`src/rtl/jk_pkg.sv`:
```
// Shared JK command encoding and its mapping onto the J/K input pair.
package jk_pkg;

  typedef enum logic [1:0] {
    JK_HOLD,
    JK_CLEAR,
    JK_SET,
    JK_TOGGLE
  } jk_cmd_t;

  function automatic logic [1:0] jk_cmd_to_jk(input jk_cmd_t cmd);
    logic [1:0] jk;
    case (cmd)
      JK_HOLD:   jk = 2'b00;
      JK_CLEAR:  jk = 2'b01;
      JK_SET:    jk = 2'b10;
      JK_TOGGLE: jk = 2'b11;
      default:   jk = 2'b00;
    endcase
    return jk;
  endfunction

endpackage

```
`src/rtl/jk_mod_counter_if.sv`:
```
// Control and status bundle for the modulo-N JK counter.
interface jk_mod_counter_if #(
  parameter int unsigned WIDTH = 4
);
  logic             en;
  logic             up;
  logic             load;
  logic [WIDTH-1:0] load_val;
  logic [WIDTH-1:0] q;
  logic [WIDTH-1:0] qbar;
  logic             tc;

  modport master (
    output en, up, load, load_val,
    input  q, qbar, tc
  );

  modport slave (
    input  en, up, load, load_val,
    output q, qbar, tc
  );
endinterface

```
`src/rtl/jk_mod_counter_cell.sv`:
```
// Single clocked JK storage element with synchronous active-high reset.
module jk_cell (
  input  logic clk,
  input  logic reset,
  input  logic j,
  input  logic k,
  output logic q,
  output logic qbar
);

  always_ff @(posedge clk) begin
    if (reset) begin
      q    <= 1'b0;
      qbar <= 1'b1;
    end else begin
      case ({j, k})
        2'b01: begin
          q    <= 1'b0;
          qbar <= 1'b1;
        end
        2'b10: begin
          q    <= 1'b1;
          qbar <= 1'b0;
        end
        2'b11: begin
          q    <= ~q;
          qbar <= q;
        end
        default: ;
      endcase
    end
  end

endmodule

```
`src/rtl/jk_mod_counter.sv`:
```
// Modulo-N up/down counter: next-value logic derives per-bit JK commands
// that drive a bank of jk_cell storage elements; tc pulses after each wrap.
module jk_mod_counter
  import jk_pkg::*;
#(
  parameter int unsigned WIDTH   = 4,
  parameter int unsigned MODULUS = 10
) (
  input  logic             clk,
  input  logic             reset,
  jk_mod_counter_if.slave  bus
);

  localparam logic [WIDTH:0]   MOD_EXT = (WIDTH+1)'(MODULUS);
  localparam logic [WIDTH-1:0] MAX_VAL = WIDTH'(MODULUS - 1);

  logic [WIDTH-1:0] q_cur;
  logic [WIDTH-1:0] qbar_cur;
  logic [WIDTH-1:0] nxt;
  logic [WIDTH:0]   inc_ext;
  logic             wrap;
  logic             tc_r;

  // Increment is widened by one bit so MODULUS == 2^WIDTH still compares correctly.
  assign inc_ext = {1'b0, q_cur} + 1'b1;

  always_comb begin
    nxt  = q_cur;
    wrap = 1'b0;
    if (bus.load) begin
      nxt = ({1'b0, bus.load_val} < MOD_EXT) ? bus.load_val : MAX_VAL;
    end else if (bus.en) begin
      if (bus.up) begin
        if (inc_ext == MOD_EXT) begin
          nxt  = '0;
          wrap = 1'b1;
        end else begin
          nxt = inc_ext[WIDTH-1:0];
        end
      end else begin
        if (q_cur == '0) begin
          nxt  = MAX_VAL;
          wrap = 1'b1;
        end else begin
          nxt = q_cur - 1'b1;
        end
      end
    end
  end

  for (genvar i = 0; i < WIDTH; i++) begin : g_bit
    jk_cmd_t cmd;
    logic    j;
    logic    k;

    // Falling bits always use TOGGLE rather than CLEAR.
    always_comb begin
      cmd = JK_HOLD;
      if (reset)
        cmd = JK_CLEAR;
      else if (q_cur[i] != nxt[i])
        cmd = nxt[i] ? JK_SET : JK_TOGGLE;
    end

    assign {j, k} = jk_cmd_to_jk(cmd);

    jk_cell u_cell (
      .clk  (clk),
      .reset(reset),
      .j    (j),
      .k    (k),
      .q    (q_cur[i]),
      .qbar (qbar_cur[i])
    );
  end

  always_ff @(posedge clk) begin
    if (reset)
      tc_r <= 1'b0;
    else
      tc_r <= wrap;
  end

  assign bus.q    = q_cur;
  assign bus.qbar = qbar_cur;
  assign bus.tc   = tc_r;

endmodule

```
`src/flat_wrapper.sv`:
```
// flat-port wrapper written by rule: the top's interface ports become plain ports
module jk_mod_counter_flat import jk_pkg::*;
#(
  parameter int unsigned WIDTH   = 4,
  parameter int unsigned MODULUS = 10
)
  (clk, reset, bus_en, bus_up, bus_load, bus_load_val, bus_q, bus_qbar, bus_tc);
  jk_mod_counter_if #(.WIDTH(WIDTH)) bus_i ();
  input  logic clk;
  input  logic reset;
  input wire logic [$bits(bus_i.en)-1:0] bus_en;
  input wire logic [$bits(bus_i.up)-1:0] bus_up;
  input wire logic [$bits(bus_i.load)-1:0] bus_load;
  input wire logic [$bits(bus_i.load_val)-1:0] bus_load_val;
  output wire logic [$bits(bus_i.q)-1:0] bus_q;
  output wire logic [$bits(bus_i.qbar)-1:0] bus_qbar;
  output wire logic [$bits(bus_i.tc)-1:0] bus_tc;
  assign bus_i.en = bus_en;
  assign bus_i.up = bus_up;
  assign bus_i.load = bus_load;
  assign bus_i.load_val = bus_load_val;
  assign bus_q = bus_i.q;
  assign bus_qbar = bus_i.qbar;
  assign bus_tc = bus_i.tc;
  jk_mod_counter #(.WIDTH(WIDTH), .MODULUS(MODULUS)) u_core (.clk(clk), .reset(reset), .bus(bus_i));
endmodule
```
`config.mk`:
```
export PLATFORM = sky130hd
export DESIGN_NAME = jk_mod_counter_flat
export DESIGN_NICKNAME = d
export VERILOG_FILES = /design/src/rtl/jk_pkg.sv /design/src/rtl/jk_mod_counter_if.sv /design/src/rtl/jk_mod_counter_cell.sv /design/src/rtl/jk_mod_counter.sv /design/src/flat_wrapper.sv
export SDC_FILE = /design/constraint.sdc
export NUM_CORES = 1
export LEC_CHECK = 0
export ABC_AREA = 1
export BUFFER_PORTS_ARGS = -buffer_cell sky130_fd_sc_hd__buf_2
export CORE_MARGIN = 1
export CORE_UTILIZATION = 55
export DETAILED_ROUTE_END_ITERATION = 10
export HOLD_SLACK_MARGIN = 0.1
export PLACE_DENSITY = 0.83
export SKIP_LAST_GASP = 1
export SLEW_MARGIN = 20
export SYNTH_ARGS = -nofsm -noshare
export SYNTH_HDL_FRONTEND = slang
export SYNTH_SLANG_ARGS = --single-unit
```
`constraint.sdc`:
```
create_clock -name clk -period 3.18 [get_ports clk]
set_input_delay 0.636 -clock clk [delete_from_list [all_inputs] [get_ports clk]]
set_output_delay 0.636 -clock clk [all_outputs]
set_load 0.02 [all_outputs]
```
==> results of run 1 <==
==> layout by cell type (no fill, tap or decap), drive strengths merged <==
cell,n
nand2,30
buf,17
a21oi,14
inv,14
dfxtp,9
ha,7
nand3,6
o21ai,6
nor2,5
a21boi,5
clkbuf,4
nand4,1
o211ai,1
a22oi,1
==> flip-flops by register name (all words and copies together) (netlist names) <==
| name | flops |
|---|---|
| u_core.bus.tc | 1 |
| u_core.g_bit.u_cell.q | 4 |
| u_core.g_bit.u_cell.qbar | 4 |
==> routing by layer <==
layer	global-route usage (%)	part of all wire (%)	wire length (um)	up-vias
met5	0	0	0	-
met4	10.3	2.3	36	0
met3	5.23	5.7	91	4
met2	44.9	47	746	27
met1	29.6	45	711	311
li1	-	-	-	368
==> metrics by stage <==
stage / hold WS, ps / setup WS (ps) / power [mW]
after floorplan: 423 / 1260 / 0.477
after global placement: 442 / 1050 / 0.502
after detailed placement: 449 / 952 / 0.511
after CTS: 457 / 911 / 0.607
after global routing: 470 / 687 / 0.657
final: 452 / 897 / 0.605
==> final cells by class <==
type | instances | area (sq um) | share of cell area (%)
clock buffer | 4 | 26.3 | 3.34
tap | 14 | 17.5 | 2.23
sequential | 9 | 180 | 22.9
timing repair buffer | 17 | 85.1 | 10.8
inverter | 14 | 55.1 | 7.01
multi-input combinational | 76 | 422 | 53.7
==> critical path: cells and delay by family, from the launching register on <==
| kind | cells | cell delay [ps] |
|---|---|---|
| AOI/OAI and AO/OA | 5 | 660 |
| adders and majority gates | 2 | 530 |
| buffers and inverters | 3 | 300 |
| DFF | 1 | 550 |
| and+or+nand+nor | 2 | 150 |
==> worst paths after layout <==
path	from	end	slack (ps)	cells past startpoint
min reg2reg	u_core.g_bit[2].u_cell.qbar	u_core.g_bit[2].u_cell.qbar	450	2
min	u_core.g_bit[2].u_cell.qbar	u_core.g_bit[2].u_cell.qbar	450	2
max reg2reg	u_core.g_bit[0].u_cell.q	u_core.g_bit[2].u_cell.q	900	12
max	u_core.g_bit[0].u_cell.q	u_core.g_bit[2].u_cell.q	900	12
==> cell families after synthesis <==
kind of cell / synth area share, %
AND/OR/NAND/NOR: 24.4
AO/OA/AOI/OAI: 21.5
buffers and inverters: 17.4
flip-flops: 24.7
adder cells (fa/ha/maj): 12.0
==> power by group <==
| part | switching (mW) | internal [mW] | total, mW |
|---|---|---|---|
| Sequential | 0.0511 | 0.148 | 0.199 |
| Combinational | 0.197 | 0.115 | 0.313 |
| Clock | 0.0449 | 0.0485 | 0.0934 |
==> impl_metrics.ini, run 1 <==
[setup_path]
crit_path_max_incr_delay_ps = 550
path_common_cell = inv_1
crit_chain = inv_1, ha_1, inv_1, o21ai_1, nand2_1, o211ai_1, a22oi_1, ha_1, nor2_1, inv_1, a21oi_1, a21boi_0
crit_path_top_delay_cell = dfxtp_1
critPathKind = flip-flop to flip-flop
cp-end-kind = flip-flop
crit_fanout = 11
required_ps = 3360
worst_setup_path_start_kind = flip-flop
arrival_ps = 2460

[clock_network]
post_cts_buffers = 0
clock_sinks = 9
clock_latency_ps = 270
clk_pin_slew_ps = 70
clock-root-buffer = clkbuf_4
cts_buffer_depth = 2
post_cts_resized = 0
cts_buffers = 3
cts_max_level = 1
postCtsHoldBufs = 0
cts_tree = done

[placement]
io_buffers = 17
dpl_cell_area_sq_um = 759
gp_congestion = 0.899
dp.cells = 130
place_hpwl_um = 1220

[sta]
fmax_ghz = 0.438
finalHoldViolCount = 0
worst_pin_slew_ps = 419
fin_crit_ps = 2280
skew_ps = 8.06
finalSetupTns_ps = 0
period_share_pct = 71.8
relSlewSlack_pct = 72.0
rsz0062_at_grt = no
finalMaxSlewViolations = 0
finalSetupViolCount = 0

[cells_and_area]
area_delta_synth_final_pct = 7.90
finalNonFillerCells = 134
nFillCells = 112
final_cell_area_sq_um = 786
drive_above_1_share_pct = 23.3
final_util_pct = 67.1
layout.nets = 137
diodes = 0

[floorplan]
coreArea_sq_um = 1170
die_h_um = 38.4
die_w_um = 38.4
die_area_sq_um = 1470
rows = 12
ios = 18
initial_core_util_pct = 62.2

[synthesis]
async_flop_share_pct = 0
yosysWarningCount = 0
ys_seq_area_share_pct = 24.7
syn_area_per_cell_sq_um = 6.74
synth-edff-count = 0
synth_area_sq_um = 728
synth_area_leaders = dfxtp_1 25%, nand2_1 14%, ha_1 12%
yosysMostFrequentCell = nand2_1
synth_fp_nets = 124
synth_cell_type_count = 20
ys.flop_type = dfxtp_1
synth_area_leader_cell = dfxtp_1
yosys-top-cells-count = 27 x nand2_1, 14 x a21oi_1, 11 x inv_1
synth_top_area_share_pct = 24.7
ys_seq_elements = 9
synth_cells = 108

[pwr]
power.leakage_nw = 0.418
vdd_ir_drop_max_uv = 407
cellPowerDensity_nw_per_um2 = 770

[global_route]
grt_max_degree = 12
gr-total-overflow = 0
track_usage_pct = 25.5
antenna_found_initial = 0
grt_pass1_wl_um = 2530
grt_pass1_vias = 616

[detailed_routing]
vias = 710
drt_wl_total_um = 1590
post_drt_wl_per_cell_um = 11.8
via_per_inst = 5.30
drc = 0
dr.pass1.iters = 4
initialDrtViolationCount = 16
ant_nets = 0

[status]
status = complete, no violations

[run]
cap_violations = 0

[worst_hold_path]
hold_path_class = flip-flop to flip-flop
No activity file was read; power rests on OpenSTA's default activity.
==> inputs of run 2 (changes only) <==
--- a/config.mk
+++ b/config.mk
@@ -5,13 +5,13 @@
 export SDC_FILE = /design/constraint.sdc
 export NUM_CORES = 1
 export LEC_CHECK = 0
-export ABC_AREA = 1
+export ABC_AREA = 0
 export BUFFER_PORTS_ARGS = -buffer_cell sky130_fd_sc_hd__buf_2
 export CORE_MARGIN = 1
-export CORE_UTILIZATION = 55
+export CORE_UTILIZATION = 46
 export DETAILED_ROUTE_END_ITERATION = 10
 export HOLD_SLACK_MARGIN = 0.1
-export PLACE_DENSITY = 0.83
+export PLACE_DENSITY = 0.74
 export SKIP_LAST_GASP = 1
 export SLEW_MARGIN = 20
 export SYNTH_ARGS = -nofsm -noshare
==> constraint.sdc (replaced) <==
create_clock -name clk -period 2 [get_ports clk]
set_input_delay 0.4 -clock clk [delete_from_list [all_inputs] [get_ports clk]]
set_output_delay 0.4 -clock clk [all_outputs]
set_load 0.02 [all_outputs]
==> impl_metrics.ini, run 2 <==
[pwr]
pwr-share-comb_pct = 62.3
vdd_ir_drop_max_uv = 672
p_sw_mw = 0.550
pwr-share-seq_pct = 25.9
p_int_mw = 0.742
cellPowerDensity_nw_per_um2 = 1290
total_power_mw = 1.29
pwr-share-clk_pct = 11.8
p_sw_share_pct = 42.6
power.leakage_nw = 0.454

[worst_hold_path]
hold_path_class = input pin to flip-flop

[sta]
setup_slack_ps = -56.7
fmax_ghz = 0.486
finalMaxSlewViolations = 0
relSlewSlack_pct = 76.2
finalHoldViolCount = 0
finalSetupTns_ps = -114
skew_ps = 1.31
period_share_pct = 103
finalSetupViolCount = 4
rsz0062_at_grt = yes
fin_crit_ps = 2060
fin_worst_hold_slack_ps = 420
worst_pin_slew_ps = 347

[cells_and_area]
final_util_pct = 66.4
drive_above_1_share_pct = 52.2
multi_input_area_sq_um = 542
final_common_cell = buf_2
finalNonFillerCells = 131
diodes = 0
final_cell_mix = 17 x buf_2, 15 x buf_4, 7 x nor2_1
area_delta_synth_final_pct = 34.3
nFillCells = 125
regArea_sq_um = 189
layout.nets = 132

[synthesis]
yosys-top-cells-count = 9 x dfxtp_1, 8 x buf_4, 7 x ha_1, 7 x nor2_1, 6 x inv_1
synth-edff-count = 0
synth_cells = 90
ys.flop_type = dfxtp_1
yosysWarningCount = 0
synth_area_leader_cell = dfxtp_1
yosysMostFrequentCell = dfxtp_1
synth_area_sq_um = 744
synth_cell_type_count = 39
ys_seq_elements = 9
ys_seq_area_share_pct = 24.2
syn_area_per_cell_sq_um = 8.27
synth_top_area_share_pct = 24.2
synth_fp_nets = 106
async_flop_share_pct = 0
synth_area_leaders = dfxtp_1 24%, ha_1 12%, buf_4 8.1%

[clock_network]
clock_sinks = 9
clock_latency_ps = 270
cts_buffer_depth = 2
clk_pin_slew_ps = 60
cts_max_level = 1
clock-root-buffer = clkbuf_4
postCtsHoldBufs = 0
cts_tree = done
cts_buffers = 3

[setup_path]
worst-path-buf-inv = 1
cp-end-kind = flip-flop
crit_fanout = 6
required_ps = 2190
arrival_ps = 2240
crit_chain = inv_4, ha_4, nand2_2, a311o_1, a311oi_2, a31oi_1, ha_2, a211oi_2
crit_path_max_incr_delay_ps = 390
critPathKind = flip-flop to flip-flop
crit_path_top_delay_cell = dfxtp_4
worst_setup_path_start_kind = flip-flop
crit_family = compound AO/OA/AOI/OAI gates

[detailed_routing]
ant_nets = 0
via_per_inst = 5.80
dr.pass1.iters = 4
post_drt_wl_per_cell_um = 13.8
drc = 0
vias = 760
drt_wl_total_um = 1810
initialDrtViolationCount = 14

[placement]
place_hpwl_um = 1330
io_buffers = 17
dp.cells = 126
gp_congestion = 0.805

[status]
violations = setup timing
status = finished, violations left

[floorplan]
die_h_um = 42.2
coreArea_sq_um = 1510
initial_core_util_pct = 49.4
die_w_um = 42.2
ios = 18
rows = 14
die_area_sq_um = 1780

[run]
cap_violations = 0

[global_route]
antenna_found_initial = 0
grt_pass1_vias = 720
grt_max_degree = 12
grt_pass1_wl_um = 3030
track_usage_pct = 22.9
gr-total-overflow = 0
-- run 2: area by class of cell --
type,count,share of cell area (%)
multi-input combinational,64,54.2
timing repair buffer,32,19.8
sequential,9,18.9
clock buffer,4,2.63
inverter,6,2.50
tap,16,2.00
-- run 2: power by group through the flow --
| stage | logic (mW) | registers [mW] | clock network [mW] |
|---|---|---|---|
| after global placement | 0.656 | 0.319 | 0 |
| after detailed placement | 0.678 | 0.324 | 0 |
| after floorplan | 0.489 | 0.313 | 0 |
| final | 0.806 | 0.335 | 0.152 |
| after global routing | 0.881 | 0.343 | 0.163 |
| after CTS | 0.753 | 0.329 | 0.154 |
-- run 2: logic make-up after synthesis --
family	count (synthesis)	synth area share, %
compound gates	28	28.2
buf+inv	17	12.8
fa+ha+maj	7	11.8
flops	9	24.2
simple gates	28	21.7
mux	1	1.34
-- run 2: worst paths after layout --
path / end / slack (ps) / start / depth (start not counted)
setup / recovery: u_core.g_bit[1].u_cell.q / -60 / u_core.g_bit[0].u_cell.q / 8
setup reg to reg: u_core.g_bit[1].u_cell.q / -60 / u_core.g_bit[0].u_cell.q / 8
hold reg to reg: u_core.g_bit[3].u_cell.qbar / 500 / u_core.g_bit[3].u_cell.qbar / 2
hold / removal: u_core.bus.tc / 420 / bus_load / 2
-- run 2: what timing repair did --
item	in CTS	in global routing
endpoints found under the setup margin	7	8
gates cloned	0	0
resized for setup	14	8
setup buffers	1	0
pin swaps	6	5
-- run 2: stage by stage --
stage               worst slack [ps]  area [sq um]
global placement               -68.1           890
detailed placement              -120           890
finish                         -56.7          1000
CTS                            -12.4           967
floorplan                      -7.09           752
global route                    -126          1000
-- run 2: routing by layer --
layer	vias up	share of wire, %	global-route usage (%)
met5	-	0	0
met4	0	2.5	13.1
met3	5	2.2	3.88
met2	12	48	37.2
met1	368	47	28.3
li1	375	-	-
-- run 2: worst reg2reg max path: stages (launching register included) --
cell,delay [ps]
dfxtp_4,390
inv_4,50
ha_4,250
nand2_2,40
a311o_1,340
a311oi_2,280
a31oi_1,70
ha_2,320
a211oi_2,230
